`src/rtl/fifo_flush_seq.sv`:
```
// Flush sequencer for the dual-clock FIFO: it gates data traffic, waits a quiesce interval,
// holds flush, then waits for a synchronized empty, and reports done or timeout through sticky bits.
module fifo_flush_seq #(
    parameter int QUIESCE_CYC = 4,
    parameter int FLUSH_HOLD  = 8,
    parameter int TIMEOUT     = 64,
    parameter int SYNC_STAGES = 2
) (
    input  logic       csr_clk,
    input  logic       csr_resetn,
    input  logic       flush_req,
    input  logic       abort,
    input  logic       sticky_clr,
    input  logic [1:0] irq_en,
    input  logic       fifo_empty_async,
    input  logic       fifo_full_async,
    output logic       empty_sync,
    output logic       full_sync,
    output logic       flush,
    output logic       data_gate,
    output logic       busy,
    output logic       done_pulse,
    output logic       done_sticky,
    output logic       err_sticky,
    output logic       irq
);

    localparam int CNT_MAX = (QUIESCE_CYC > FLUSH_HOLD)
                           ? ((QUIESCE_CYC > TIMEOUT) ? QUIESCE_CYC : TIMEOUT)
                           : ((FLUSH_HOLD  > TIMEOUT) ? FLUSH_HOLD  : TIMEOUT);
    localparam int CNT_W = $clog2(CNT_MAX) + 1;

    localparam logic [CNT_W-1:0] Q_LAST = CNT_W'(QUIESCE_CYC - 1);
    localparam logic [CNT_W-1:0] F_LAST = CNT_W'(FLUSH_HOLD - 1);
    localparam logic [CNT_W-1:0] T_LAST = CNT_W'(TIMEOUT - 1);

    typedef enum logic [2:0] {
        S_IDLE,
        S_QUIESCE,
        S_FLUSH,
        S_WAIT_EMPTY,
        S_DONE
    } state_t;

    state_t           state;
    logic [CNT_W-1:0] cnt;
    logic [SYNC_STAGES-1:0] empty_pipe;
    logic [SYNC_STAGES-1:0] full_pipe;
    logic             done_set;
    logic             err_set;

    // {busy, data_gate, flush, done_pulse} for the state being entered
    function automatic logic [3:0] moore_out(input state_t s);
        case (s)
            S_QUIESCE:    moore_out = 4'b1100;
            S_FLUSH:      moore_out = 4'b1110;
            S_WAIT_EMPTY: moore_out = 4'b1100;
            S_DONE:       moore_out = 4'b1101;
            default:      moore_out = 4'b0000;
        endcase
    endfunction

    assign empty_sync = empty_pipe[SYNC_STAGES-1];
    assign full_sync  = full_pipe[SYNC_STAGES-1];

    always_ff @(posedge csr_clk or negedge csr_resetn) begin
        if (!csr_resetn) begin
            empty_pipe <= '0;
            full_pipe  <= '0;
        end else begin
            empty_pipe <= {empty_pipe[SYNC_STAGES-2:0], fifo_empty_async};
            full_pipe  <= {full_pipe[SYNC_STAGES-2:0], fifo_full_async};
        end
    end

    // Completion and timeout events both need an unaborted exit edge
    assign done_set = (state == S_DONE) && !abort;
    assign err_set  = (state == S_WAIT_EMPTY) && !abort && !empty_sync && (cnt == T_LAST);

    always_ff @(posedge csr_clk or negedge csr_resetn) begin
        if (!csr_resetn) begin
            state <= S_IDLE;
            cnt   <= '0;
            {busy, data_gate, flush, done_pulse} <= 4'b0000;
        end else begin
            case (state)
                S_IDLE: begin
                    if (flush_req && !abort) begin
                        state <= S_QUIESCE;
                        cnt   <= '0;
                        {busy, data_gate, flush, done_pulse} <= moore_out(S_QUIESCE);
                    end
                end
                S_QUIESCE: begin
                    if (abort) begin
                        state <= S_IDLE;
                        cnt   <= '0;
                        {busy, data_gate, flush, done_pulse} <= moore_out(S_IDLE);
                    end else if (cnt == Q_LAST) begin
                        state <= S_FLUSH;
                        cnt   <= '0;
                        {busy, data_gate, flush, done_pulse} <= moore_out(S_FLUSH);
                    end else begin
                        cnt <= cnt + 1'b1;
                    end
                end
                S_FLUSH: begin
                    if (abort) begin
                        state <= S_IDLE;
                        cnt   <= '0;
                        {busy, data_gate, flush, done_pulse} <= moore_out(S_IDLE);
                    end else if (cnt == F_LAST) begin
                        state <= S_WAIT_EMPTY;
                        cnt   <= '0;
                        {busy, data_gate, flush, done_pulse} <= moore_out(S_WAIT_EMPTY);
                    end else begin
                        cnt <= cnt + 1'b1;
                    end
                end
                S_WAIT_EMPTY: begin
                    if (abort || err_set) begin
                        state <= S_IDLE;
                        cnt   <= '0;
                        {busy, data_gate, flush, done_pulse} <= moore_out(S_IDLE);
                    end else if (empty_sync) begin
                        state <= S_DONE;
                        cnt   <= '0;
                        {busy, data_gate, flush, done_pulse} <= moore_out(S_DONE);
                    end else begin
                        cnt <= cnt + 1'b1;
                    end
                end
                default: begin
                    state <= S_IDLE;
                    cnt   <= '0;
                    {busy, data_gate, flush, done_pulse} <= moore_out(S_IDLE);
                end
            endcase
        end
    end

    // A set event outranks a clear arriving on the same edge
    always_ff @(posedge csr_clk or negedge csr_resetn) begin
        if (!csr_resetn) begin
            done_sticky <= 1'b0;
            err_sticky  <= 1'b0;
            irq         <= 1'b0;
        end else begin
            done_sticky <= done_set | (done_sticky & ~sticky_clr);
            err_sticky  <= err_set  | (err_sticky  & ~sticky_clr);
            irq         <= (done_sticky & irq_en[0]) | (err_sticky & irq_en[1]);
        end
    end

endmodule

```
`config.mk`:
```
export PLATFORM = sky130hd
export DESIGN_NAME = fifo_flush_seq
export DESIGN_NICKNAME = d
export VERILOG_FILES = /design/src/rtl/fifo_flush_seq.sv
export SDC_FILE = /design/constraint.sdc
export NUM_CORES = 1
export LEC_CHECK = 0
export CORE_MARGIN = 4
export CORE_UTILIZATION = 43
export DETAILED_ROUTE_END_ITERATION = 8
export PLACE_DENSITY = 0.71
export SLEW_MARGIN = 40
export SYNTH_ARGS = -nofsm -noshare
export SYNTH_HDL_FRONTEND = slang
export SYNTH_SLANG_ARGS = --single-unit
```
`constraint.sdc`:
```
create_clock -name csr_clk -period 2.7 [get_ports csr_clk]
set_input_delay 0.54 -clock csr_clk [delete_from_list [all_inputs] [get_ports csr_clk]]
set_output_delay 0.54 -clock csr_clk [all_outputs]
set_load 0.005 [all_outputs]
```
==> flow_summary.yaml, run 1 <==
cts:
  cts_buffer_depth: 2
  cts_tree: "done"
  cts_buffers: 3
  cts.sinks: 19
  postCtsHoldBufs: 0
  cts-root-buf: "clkbuf_4"
  htree_levels: 1
  cts_setup_buffers: 0
  clk_latency_ns: 0.30
  cts.repair.resized: 0
  cts.reportedPaths.clkPinSlew_ns: 0.10
sta:
  worst_pin_slew_ns: 0.4183
  period_needed_ns: 2.212
  fin_skew_ns: 0.004321
  slew-limit-headroom_pct: 71.90
  tns_ns: 0
  setup_viol: 0
  slew_viol_final: 0
  final_hold_viol_count: 0
  fmax_mhz: 452.1
  rsz0062_at_grt: "no"
  period_share_pct: 81.92
  whs_ns: 0.3591
detailed_routing:
  ant_nets: 0
  wl_met2_um: 803
  wl_per_cell_um: 13.83
  first_pass_iters: 4
  wl_met3_um: 75
  vias: 734
  drtIter0Drc: 15
  top_layer: "met4"
  drt-vias-per-instance: 5.646
  wl_um: 1798
  drc_errors: 0
  met1Wirelength_um: 878
yosys:
  ys_seq_area_share_pct: 51.08
  yosysTopAreaCellShare_pct: 51.08
  yosysTopAreaCell: "dfrtp_1"
  netlist_area_sq_um: 930.9
  syn_nets: 92
  yosysWarnings: 0
  syn_inst: 82
  synthTopCellsByArea: "dfrtp_1 (51%), a22o_1 (2.8%), o21ai_0 (2.7%), a21o_1 (2.4%), o21a_1 (2.4%)"
  synth.avg_cell_area_sq_um: 11.35
  synth.distinct_cells: 39
  ys_seq_elements: 19
critical_path:
  crit_required_ns: 2.94
  crit_path_start_kind: "input port"
  crit_arrival_ns: 2.45
  r2r_slack_ns: 0.65
  end_kind: "flop"
  critPathBufInv: 1
  reg2reg_to: "cnt[6]"
  cp_slowest_cell: "or4b_1"
  slowest_delay_ns: 0.59
  critPathTopFamily: "simple AND/OR/NAND/NOR gates"
  reg2reg_depth: 5
  crit_chain: "clkdlybuf4s50_1 > or4b_1 > o21bai_4 > o211a_1 > or3_1 > o21ai_2"
  r2r_start: "cnt[0]"
  worstSetupPathType: "input port to flop"
  crit_fanout: 7
power_and_ir_drop:
  finalPower_mw: 0.8095
  leakagePower_nw: 0.5028
  power_density_nw_per_um2: 696.4
  ir_drop_uv: 386.4
hold_path:
  min_from: "empty_pipe[0]"
  min_delay_path_depth: 0
  min_to: "empty_pipe[1]"
  min_path_type: "flop to flop"
grt:
  antenna_found_initial: 0
  grt_pass1_vias: 686
  grt_max_degree: 20
  grt.overflow.total: 0
  track_usage_pct: 14.48
  grt_pass1_wl_um: 3008
floorplanning:
  ioPinCount: 18
  start_util_pct: 46.50
  coreArea_sq_um: 2002
  rows: 16
  die_area_sq_um: 2974
  die_h_um: 54.53
  dieWidth_um: 54.53
final_layout:
  antenna_cells: 0
  final_common_cell: "dfrtp_1"
  final_nets: 114
  areaGrowthSynthToFinish_pct: 24.87
  fin_area_sq_um: 1162
  fillerInstances: 181
  layout_common_cells: "dfrtp_1 (19), clkdlybuf4s50_1 (17), o21ai_0 (5)"
  drive_gt1_share_pct: 11.65
placed_design:
  portBuffers: 17
  place_area_sq_um: 1135
  place_congestion: 0.7956
  place_hpwl_um: 1373
run_status:
  status: "complete, no violations"
run:
  max_cap_violations: 0
==> state kept, by name, indices dropped and copies added (netlist names) <==
register	flops
irq	1
flush	1
state	2
full_pipe	2
busy	1
empty_pipe	2
done_pulse	1
done_sticky	1
cnt	7
err_sticky	1
==> where the power goes <==
group	internal [mW]	switching [mW]
combinational	0.160	0.126
clock	0.0553	0.0862
sequential	0.329	0.0537
==> layout make-up <==
| class | instances | area (sq um) | share of cell area (%) |
|---|---|---|---|
| inverter | 2 | 7.507 | 0.6459 |
| clock buffer | 3 | 22.52 | 1.938 |
| clock inverter | 1 | 5.005 | 0.4306 |
| timing repair buffer | 20 | 192.7 | 16.58 |
| tap | 27 | 33.78 | 2.906 |
| multi-input combinational | 58 | 425.4 | 36.60 |
| sequential | 19 | 475.5 | 40.90 |
==> stage by stage <==
step / instances / util, % / worst slack [ns]
2_1_floorplan: 82 / - / 0.8251
3_3_place_gp: 126 / 56.69 / 0.2494
3_5_place_dp: 126 / 56.69 / 0.2080
4_1_cts: 130 / 58.06 / 0.5101
5_1_grt: 130 / 58.06 / 0.4182
6_report: 130 / 58.06 / 0.4881
==> synth_stat cells <==
cell type,n
nor3b_1,1
inv_1,2
nor2b_1,2
nor2_1,3
o21ai_0,5
or4b_1,1
nor3_4,1
o21bai_4,1
o21a_1,3
mux2i_1,1
or3_1,2
nand2_1,4
ha_1,1
o311ai_1,1
or2b_1,2
a22oi_1,1
nor4_1,1
nand3_1,2
or4b_4,1
dfrtp_1,19
nor4b_1,1
o211ai_1,2
a32o_1,1
and2b_4,1
buf_4,1
o211a_1,1
a21o_1,3
and3_1,1
o21ai_2,1
a221o_1,1
a211o_1,1
nand2b_1,2
or4_1,1
a311oi_1,1
clkbuf_1,1
a22o_1,3
a21oi_1,2
nor3_1,3
buf_6,1
==> layer usage <==
metal	GRT usage (%)	up-vias
met5	0	-
met4	8.714	0
met3	3.270	5
met2	21.51	14
met1	19.07	362
li1	-	353
==> cell families (layout without fill, tap and decap cells) <==
| group | Yosys count | count (layout) | synth area share [%] |
|---|---|---|---|
| AND/OR/NAND/NOR | 29 | 29 | 20.43 |
| flip-flops | 19 | 19 | 51.08 |
| multiplexers | 1 | 1 | 1.075 |
| buffers and inverters | 5 | 26 | 3.226 |
| adder cells (fa/ha/maj) | 1 | 1 | 1.344 |
| AO/OA/AOI/OAI | 27 | 27 | 22.85 |
==> how the worst max path moves through the flow <==
stage	startpoint	end	slack [ns]	cells past startpoint
2_1_floorplan	cnt[0]	cnt[6]	0.83	5
3_3_place_gp	abort	cnt[3]	0.25	6
3_5_place_dp	abort	cnt[3]	0.21	6
4_1_cts	abort	cnt[3]	0.51	6
5_1_grt	abort	cnt[3]	0.42	6
6_report	abort	cnt[3]	0.49	6
Power figures use the tool's default switching activity.
==> run 2: changes to the inputs <==
Settings changed: PLACE_DENSITY 0.71 to 0.74.
Clock period 2.7 ns to 2 ns, I/O delays scaled along.
==> run 2 against run 1 <==
Net effect:
- non-clock buffer count rose by 21
- power is 62% higher
- highest routed layer unchanged
- combinational power rose by 110%
- routed wire length grew 28%
- critical path type is now flop to flop
- largest cell class unchanged
- count of clock-buffer cells in the layout grew 1
- flip-flop and latch count stayed put
==> flow_summary.yaml, run 2 (synthesis results as in run 1) <==
cts:
  cts_buffer_depth: 2
  cts.sinks: 19
  clk_latency_ns: 0.30
  htree_levels: 1
  cts_buffers: 3
  cts-root-buf: "clkbuf_4"
  postCtsHoldBufs: 0
  cts.reportedPaths.clkPinSlew_ns: 0.11
  cts_tree: "done"
detailed_routing:
  vias: 844
  first_pass_iters: 4
  wl_um: 2307
  drtIter0Drc: 18
  drc_errors: 0
  ant_nets: 0
  wl_per_cell_um: 15.28
  drt-vias-per-instance: 5.589
critical_path:
  worstSetupPathType: "flop to flop"
  reg2reg_to: "cnt[3]"
  r2r_slack_ns: 0.002
  crit_arrival_ns: 2.20
  r2r_start: "cnt[1]"
  reg2reg_depth: 8
  crit_path_start_kind: "flop"
  end_kind: "flop"
  crit_fanout: 4
  crit_required_ns: 2.20
sta:
  period_share_pct: 99.92
  period_needed_ns: 1.998
  whs_ns: 0.3590
  setup_viol: 0
  slew-limit-headroom_pct: 72.07
  fmax_mhz: 500.4
  fin_ws_ns: 0.001581
  slew_viol_final: 0
  worst_pin_slew_ns: 0.4157
  fin_skew_ns: 0.009105
  rsz0062_at_grt: "yes"
  final_hold_viol_count: 0
final_layout:
  layout_common_cells: "buf_4 (24), dfrtp_1 (19), clkdlybuf4s50_1 (17)"
  final_common_cell: "buf_4"
  areaGrowthSynthToFinish_pct: 46.24
  drive_gt1_share_pct: 29.03
  final_nets: 135
  regMostFlops: "cnt"
  antenna_cells: 0
  fin_area_sq_um: 1361
  largest_register_ffs: 7
placed_design:
  portBuffers: 17
  place_hpwl_um: 1619
  post-place-ws_ns: -0.2367
  place_area_sq_um: 1255
  place_congestion: 0.8481
floorplanning:
  coreArea_sq_um: 2002
  die_area_sq_um: 2974
  ioPinCount: 18
  die_h_um: 54.53
  rows: 16
  dieWidth_um: 54.53
  start_util_pct: 46.50
power_and_ir_drop:
  p_comb_share_pct: 46.5
  leakagePower_nw: 0.6086
  seqPwrFrac_pct: 38.8
  ir_drop_uv: 546.5
  clock_power_share_pct: 14.7
  switchingPower_mw: 0.4267
  internal-power_mw: 0.8867
  power_density_nw_per_um2: 964.8
  power_switching_share_pct: 32.48
run_status:
  status: "complete, no violations"
run:
  max_cap_violations: 0
hold_path:
  min_from: "full_pipe[0]"
  min_path_type: "flop to flop"
  min_delay_path_depth: 0
  min_to: "full_pipe[1]"
grt:
  grt_max_degree: 20
  track_usage_pct: 18.57
  antenna_found_initial: 0
  grt_pass1_vias: 773
  grt_pass1_wl_um: 3774
  grt.overflow.total: 0
## run 2: per-stage QoR
stage | TNS [ns] | power (mW) | instances | util (%)
global route | -0.2070 | 1.410 | 151 | 68.00
finish | 0 | 1.313 | 151 | 68.00
detailed placement | -1.124 | 1.020 | 142 | 62.69
CTS | 0 | 1.252 | 149 | 65.63
global placement | -0.9421 | 1.007 | 142 | 62.69
floorplan | 0 | 0.7766 | 82 | -
## run 2: routing by layer
layer  global-route usage, %  vias up  share of wire [%]
li1                        -      397                  -
met1                   24.96      405                 43
met2                   28.29       30                 49
met3                   3.270       12                4.6
met4                   9.959        0                2.7
met5                       0        -                  0
## run 2: worst max-delay path, cell delays in order, from the launching register on
cell and delay (ns):
dfrtp_1 0.41, ha_4 0.16, or4b_4 0.50, nor3_4 0.15
buf_4 0.15, o21a_1 0.15, and2b_4 0.20, buf_4 0.12
o21ai_2 0.05
## run 2: power groups by stage
stage,sequential [mW],clock (mW),combinational (mW)
after floorplan,0.492,0,0.284
after global placement,0.502,0,0.505
after detailed placement,0.509,0,0.512
after CTS,0.500,0.201,0.551
after global routing,0.519,0.220,0.671
final,0.510,0.193,0.610
## run 2: worst max-delay path by stage
| stage | start | endpoint | slack, ns | depth (start not counted) |
|---|---|---|---|---|
| final | cnt[1] | cnt[3] | 0.002 | 8 |
| after global routing | cnt[1] | flush | -0.09 | 7 |
| after CTS | cnt[0] | flush | 0.002 | 7 |
| after detailed placement | abort | cnt[3] | -0.24 | 7 |
| after global placement | abort | cnt[3] | -0.21 | 7 |
| after floorplan | cnt[0] | cnt[6] | 0.13 | 5 |
## run 2: area by class of cell
type	count	area, sq um
timing repair buffer	41	350.3
inverter	2	7.507
sequential	19	475.5
clock buffer	4	26.28
fill	162	640.6
tap	27	33.78
multi-input combinational	58	467.9
## run 2: timing repair
| item | 4_1_cts | 5_1_grt |
|---|---|---|
| buffers inserted | 3 | 2 |
| resized for setup | 2 | 4 |
| endpoints found under the setup margin | 2 | 6 |
| pin swaps | 3 | 1 |
==> RTL edit 1 (config.mk and constraints of run 1) <==
`FLUSH_HOLD`: 8 -> 32.
--- a/src/rtl/fifo_flush_seq.sv
+++ b/src/rtl/fifo_flush_seq.sv
@@ -3,5 +3,5 @@
 module fifo_flush_seq #(
     parameter int QUIESCE_CYC = 4,
-    parameter int FLUSH_HOLD  = 8,
+    parameter int FLUSH_HOLD  = 32,
     parameter int TIMEOUT     = 64,
     parameter int SYNC_STAGES = 2
Behaviour: same outputs for any inputs over 10 cycles, from zero or initial values and one cycle with csr_resetn low; that may be too few to reach the edited logic, so the function may still have changed.
==> RTL edit 1 against run 1 <==
Register-to-register slack worse by 0.02 ns. Count of clock-buffer cells in the layout unchanged. Total power up 0.50%. Area after synthesis up 11%. Utilization down 4.0 points. Sequential cell count unchanged. Wire length up 5.9%. Final area up 4.8%. Cell count up 2.3%. Die area up 9.2%. Via count up 2.7%. Setup slack better by 0.027 ns. Sequential share of layout area down 1.9 points. Sequential power down 1%.
==> RTL edit 1: results (changes against run 1) <==
P_int 536.8 uW (-1.3%); Post-DP HPWL 1433 microns (+4.4%); peak supply drop 546.9 uV (+42%); fill count 215 (+19%); max_slew headroom 61.01% (-11 points); Setup Fix Bufs, Post-CTS 0 (unchanged); Leak 0.0004804 uW (-4.5%); Slowest cell on crit path nor4b_1; Vias per Instance 5.669 (+0.41%); routed len/inst 14.32 microns (+3.5%); sequential fraction of the synthesis area 46.06% (-5.0 points); Area contributors post-synth dfrtp_1, o32ai_1, buf_6; GR Util All Layers 13.98% (-0.51 points); largest delay contributor family on the critical path simple AND/OR/NAND/NOR gates; DR iter-0 viols 8 (-7); Worst Skew 0.004764 ns (+0.0004423 ns); Cell variety after synth 41 (+5.1%); status complete, no violations; critical path fanouts, max 6 (-1); placed inst area 1191 sq um (+5.0%); RD Place Congestion 0.8920 (+12%); layout cells sized above 1 19.05% (+7.4 points); HP Class input pin to asynchronous set/reset pin; crit path DAT 2.38 ns (-0.07 ns); first-pass GRT wire length 3588 microns (+19%); Commonest cells post-synth dfrtp_1, inv_1, nand2_1, o32ai_1; nets 116 (+1.8%)
-- RTL edit 1: changes by cell type in the layout (fill, tap and decap cells not counted), moves of 3 or more --
cell,before,now
o21a_1,3,0
o32ai_1,0,5
a21o_1,3,0
inv_1,2,6
-- RTL edit 1: power groups by stage --
| stage | clock network (uW) | logic (uW) | registers [uW] |
|---|---|---|---|
| CTS | 152 | 294 | 377 |
| global placement | 0 | 291 | 380 |
| global route | 169 | 332 | 387 |
| detailed placement | 0 | 293 | 383 |
| floorplan | 0 | 219 | 369 |
| finish | 145 | 292 | 377 |
-- RTL edit 1: stage by stage --
step           cells  util [%]  total power (uW)  setup WS, ns  hold slack, ns
2_1_floorplan     88         -             587.9        0.7748          0.2444
3_3_place_gp     129     53.05             670.6        0.3359          0.3313
3_5_place_dp     129     52.83             675.8        0.2144          0.3373
4_1_cts          133     54.05             823.0        0.5371          0.1690
5_1_grt          133     54.05             887.7        0.3599          0.1668
6_report         133     54.05             813.6        0.5147          0.1548
-- RTL edit 1: path summary, 6_finish.rpt --
kind	cells after the start	endpoint	from	slack, ns
max	5	flush	abort	0.51
max reg2reg	5	flush	cnt[0]	0.63
max in group asynchronous	1	err_sticky	csr_resetn	2.24
min	1	irq	csr_resetn	0.15
min reg2reg	0	empty_pipe[1]	empty_pipe[0]	0.36
min in group csr_clk	0	empty_pipe[1]	empty_pipe[0]	0.36
-- RTL edit 1: cell type report --
class	count	area, sq um	share of cell area (%)
clock buffer	3	22.52	1.848
clock inverter	1	5.005	0.4107
inverter	7	26.28	2.156
multi-input combinational	57	481.7	39.53
sequential	19	475.5	39.01
tap	28	35.03	2.875
timing repair buffer	18	172.7	14.17
-- RTL edit 1: logic make-up after synthesis --
family | after synthesis | share of synthesized area (%)
adder cells (fa/ha/maj) | 1 | 1.212
AND/OR/NAND/NOR | 30 | 22.91
buffers and inverters | 12 | 7.272
AO/OA/AOI/OAI | 23 | 19.51
flip-flops | 19 | 46.06
XOR/XNOR | 1 | 0.8486
multiplexers | 2 | 2.182
-- RTL edit 1: per-layer routing --
metal  GRT usage (%)  vias up  wire length [microns]
li1                -      365                      -
met1           17.59      365                    856
met2           22.19       19                    893
met3           4.299        5                    117
met4           5.960        0                     36
met5               0        -                      0
==> RTL edit 2 (flow settings as in run 1) <==
Without the edit above. Re-encode `state_t` (5 states) as Gray code, 3 bits wide.
--- a/src/rtl/fifo_flush_seq.sv
+++ b/src/rtl/fifo_flush_seq.sv
@@ -36,9 +36,9 @@
 
     typedef enum logic [2:0] {
-        S_IDLE,
-        S_QUIESCE,
-        S_FLUSH,
-        S_WAIT_EMPTY,
-        S_DONE
+        S_IDLE       = 3'b000,
+        S_QUIESCE    = 3'b001,
+        S_FLUSH      = 3'b011,
+        S_WAIT_EMPTY = 3'b010,
+        S_DONE       = 3'b110
     } state_t;
 
Formal check against the unedited RTL: same outputs for any inputs over 10 cycles, from zero or initial values and one cycle with csr_resetn low; not proved beyond that.
==> RTL edit 2 against run 1 <==
Clock skew up 0.0039 ns. Total power up 6.0%. First-iteration DRC count fell by 13%. Fmax up 7.4%. Setup slack better by 0.15 ns. Final area shrank 0.22%. Wire length is 2.7% lower. Sequential cell count is the same. Combinational power up 14%. Area after synthesis up 1.7%. Critical path depth shrank 1. Critical path type is now register to register.
==> RTL edit 2: results (changes against run 1) <==
Commonest cells post-synth dfrtp_1, nor2_1, nand2_1, o21ai_0, inv_1; measured slew at the worst slew-check pin 0.4520 ns (+0.03371 ns); Cell variety after synth 36 (-7.7%); peak supply drop 353.4 uV (-8.5%); GR Util All Layers 13.41% (-1.1 points); Area contributors post-synth dfrtp_1, o21ai_0, nor2_1; nets 116 (+1.8%); drt total wl 1749 microns (-2.7%); routed vias 708 (-3.5%); met3 wire length 136 microns (+81%); status complete, no violations; FF-to-FF End flush; Leak 0.0004668 uW (-7.2%); DR iter-0 viols 13 (-2); layout cells sized above 1 18.10% (+6.4 points); RD Place Congestion 0.8406 (+5.7%); Post-Syn Nets 96 (+4.3%); worst slack at placement 0.4086 ns (+0.2006 ns); sequential fraction of the synthesis area 50.20% (-0.88 points); M1 wire length 794 microns (-9.6%); critical path fanouts, max 6 (-1); vias in the first global route 643 (-6.3%); metal2 WL 773 microns (-3.7%); number of CTS-inserted buffers 3 (unchanged); HP Class input pin to asynchronous set/reset pin; crit path DAT 2.25 ns (-0.20 ns); Worst Skew 0.008264 ns (+0.003943 ns); P_sw 292.4 uW (+10%)
## RTL edit 2: worst max path at each step
stage	to	depth (start not counted)	startpoint	slack, ns
after floorplan	busy	5	cnt[0]	0.84
after global placement	flush	5	abort	0.45
after detailed placement	state[0]	5	abort	0.41
after CTS	flush	5	cnt[0]	0.65
after global routing	flush	5	cnt[0]	0.52
final	flush	5	cnt[0]	0.64
## RTL edit 2: cell families after synthesis
group | Yosys count | share of synthesized area, %
flops | 19 | 50.20
mux | 2 | 3.171
fa+ha+maj | 1 | 1.321
compound gates | 23 | 20.48
simple gates | 30 | 18.50
xor+xnor | 2 | 1.850
buf+inv | 9 | 4.490
## RTL edit 2: worst max-delay path, stage by stage (launching register included)
cell	delay [ns]
dfrtp_1	0.40
ha_1	0.26
nor3b_1	0.43
a31oi_4	0.21
nor3_4	0.33
mux2_4	0.33
## RTL edit 2: area by class of cell
cell class	count	area [sq um]
fillers	192	862.1
multi-input cells	58	429.2
flip-flops and latches	19	475.5
inverters	6	22.52
clock buffers	4	26.28
repair buffers	18	172.7
well taps	27	33.78
## RTL edit 2: power groups by stage
stage	clock network, uW	logic [uW]	registers (uW)
global route	160	361	400
CTS	148	327	391
global placement	0	323	394
floorplan	0	242	374
finish	142	326	391
detailed placement	0	327	397
## RTL edit 2: through the flow
step                      cell area [sq um]  power, uW  std cells  hold WS (ns)
after global placement                 1139      717.0        128        0.3328
after global routing                   1160      920.4        132        0.1837
after CTS                              1160      867.2        132        0.1692
after floorplan                       947.2      616.2         86        0.2444
final                                  1160      858.4        132        0.1588
after detailed placement               1134      724.2        128        0.3371
## RTL edit 2: per-layer routing
metal,vias up,GRT usage (%)
li1,346,-
met4,0,8.502
met1,337,16.92
met3,5,2.413
met2,20,21.06
met5,-,0
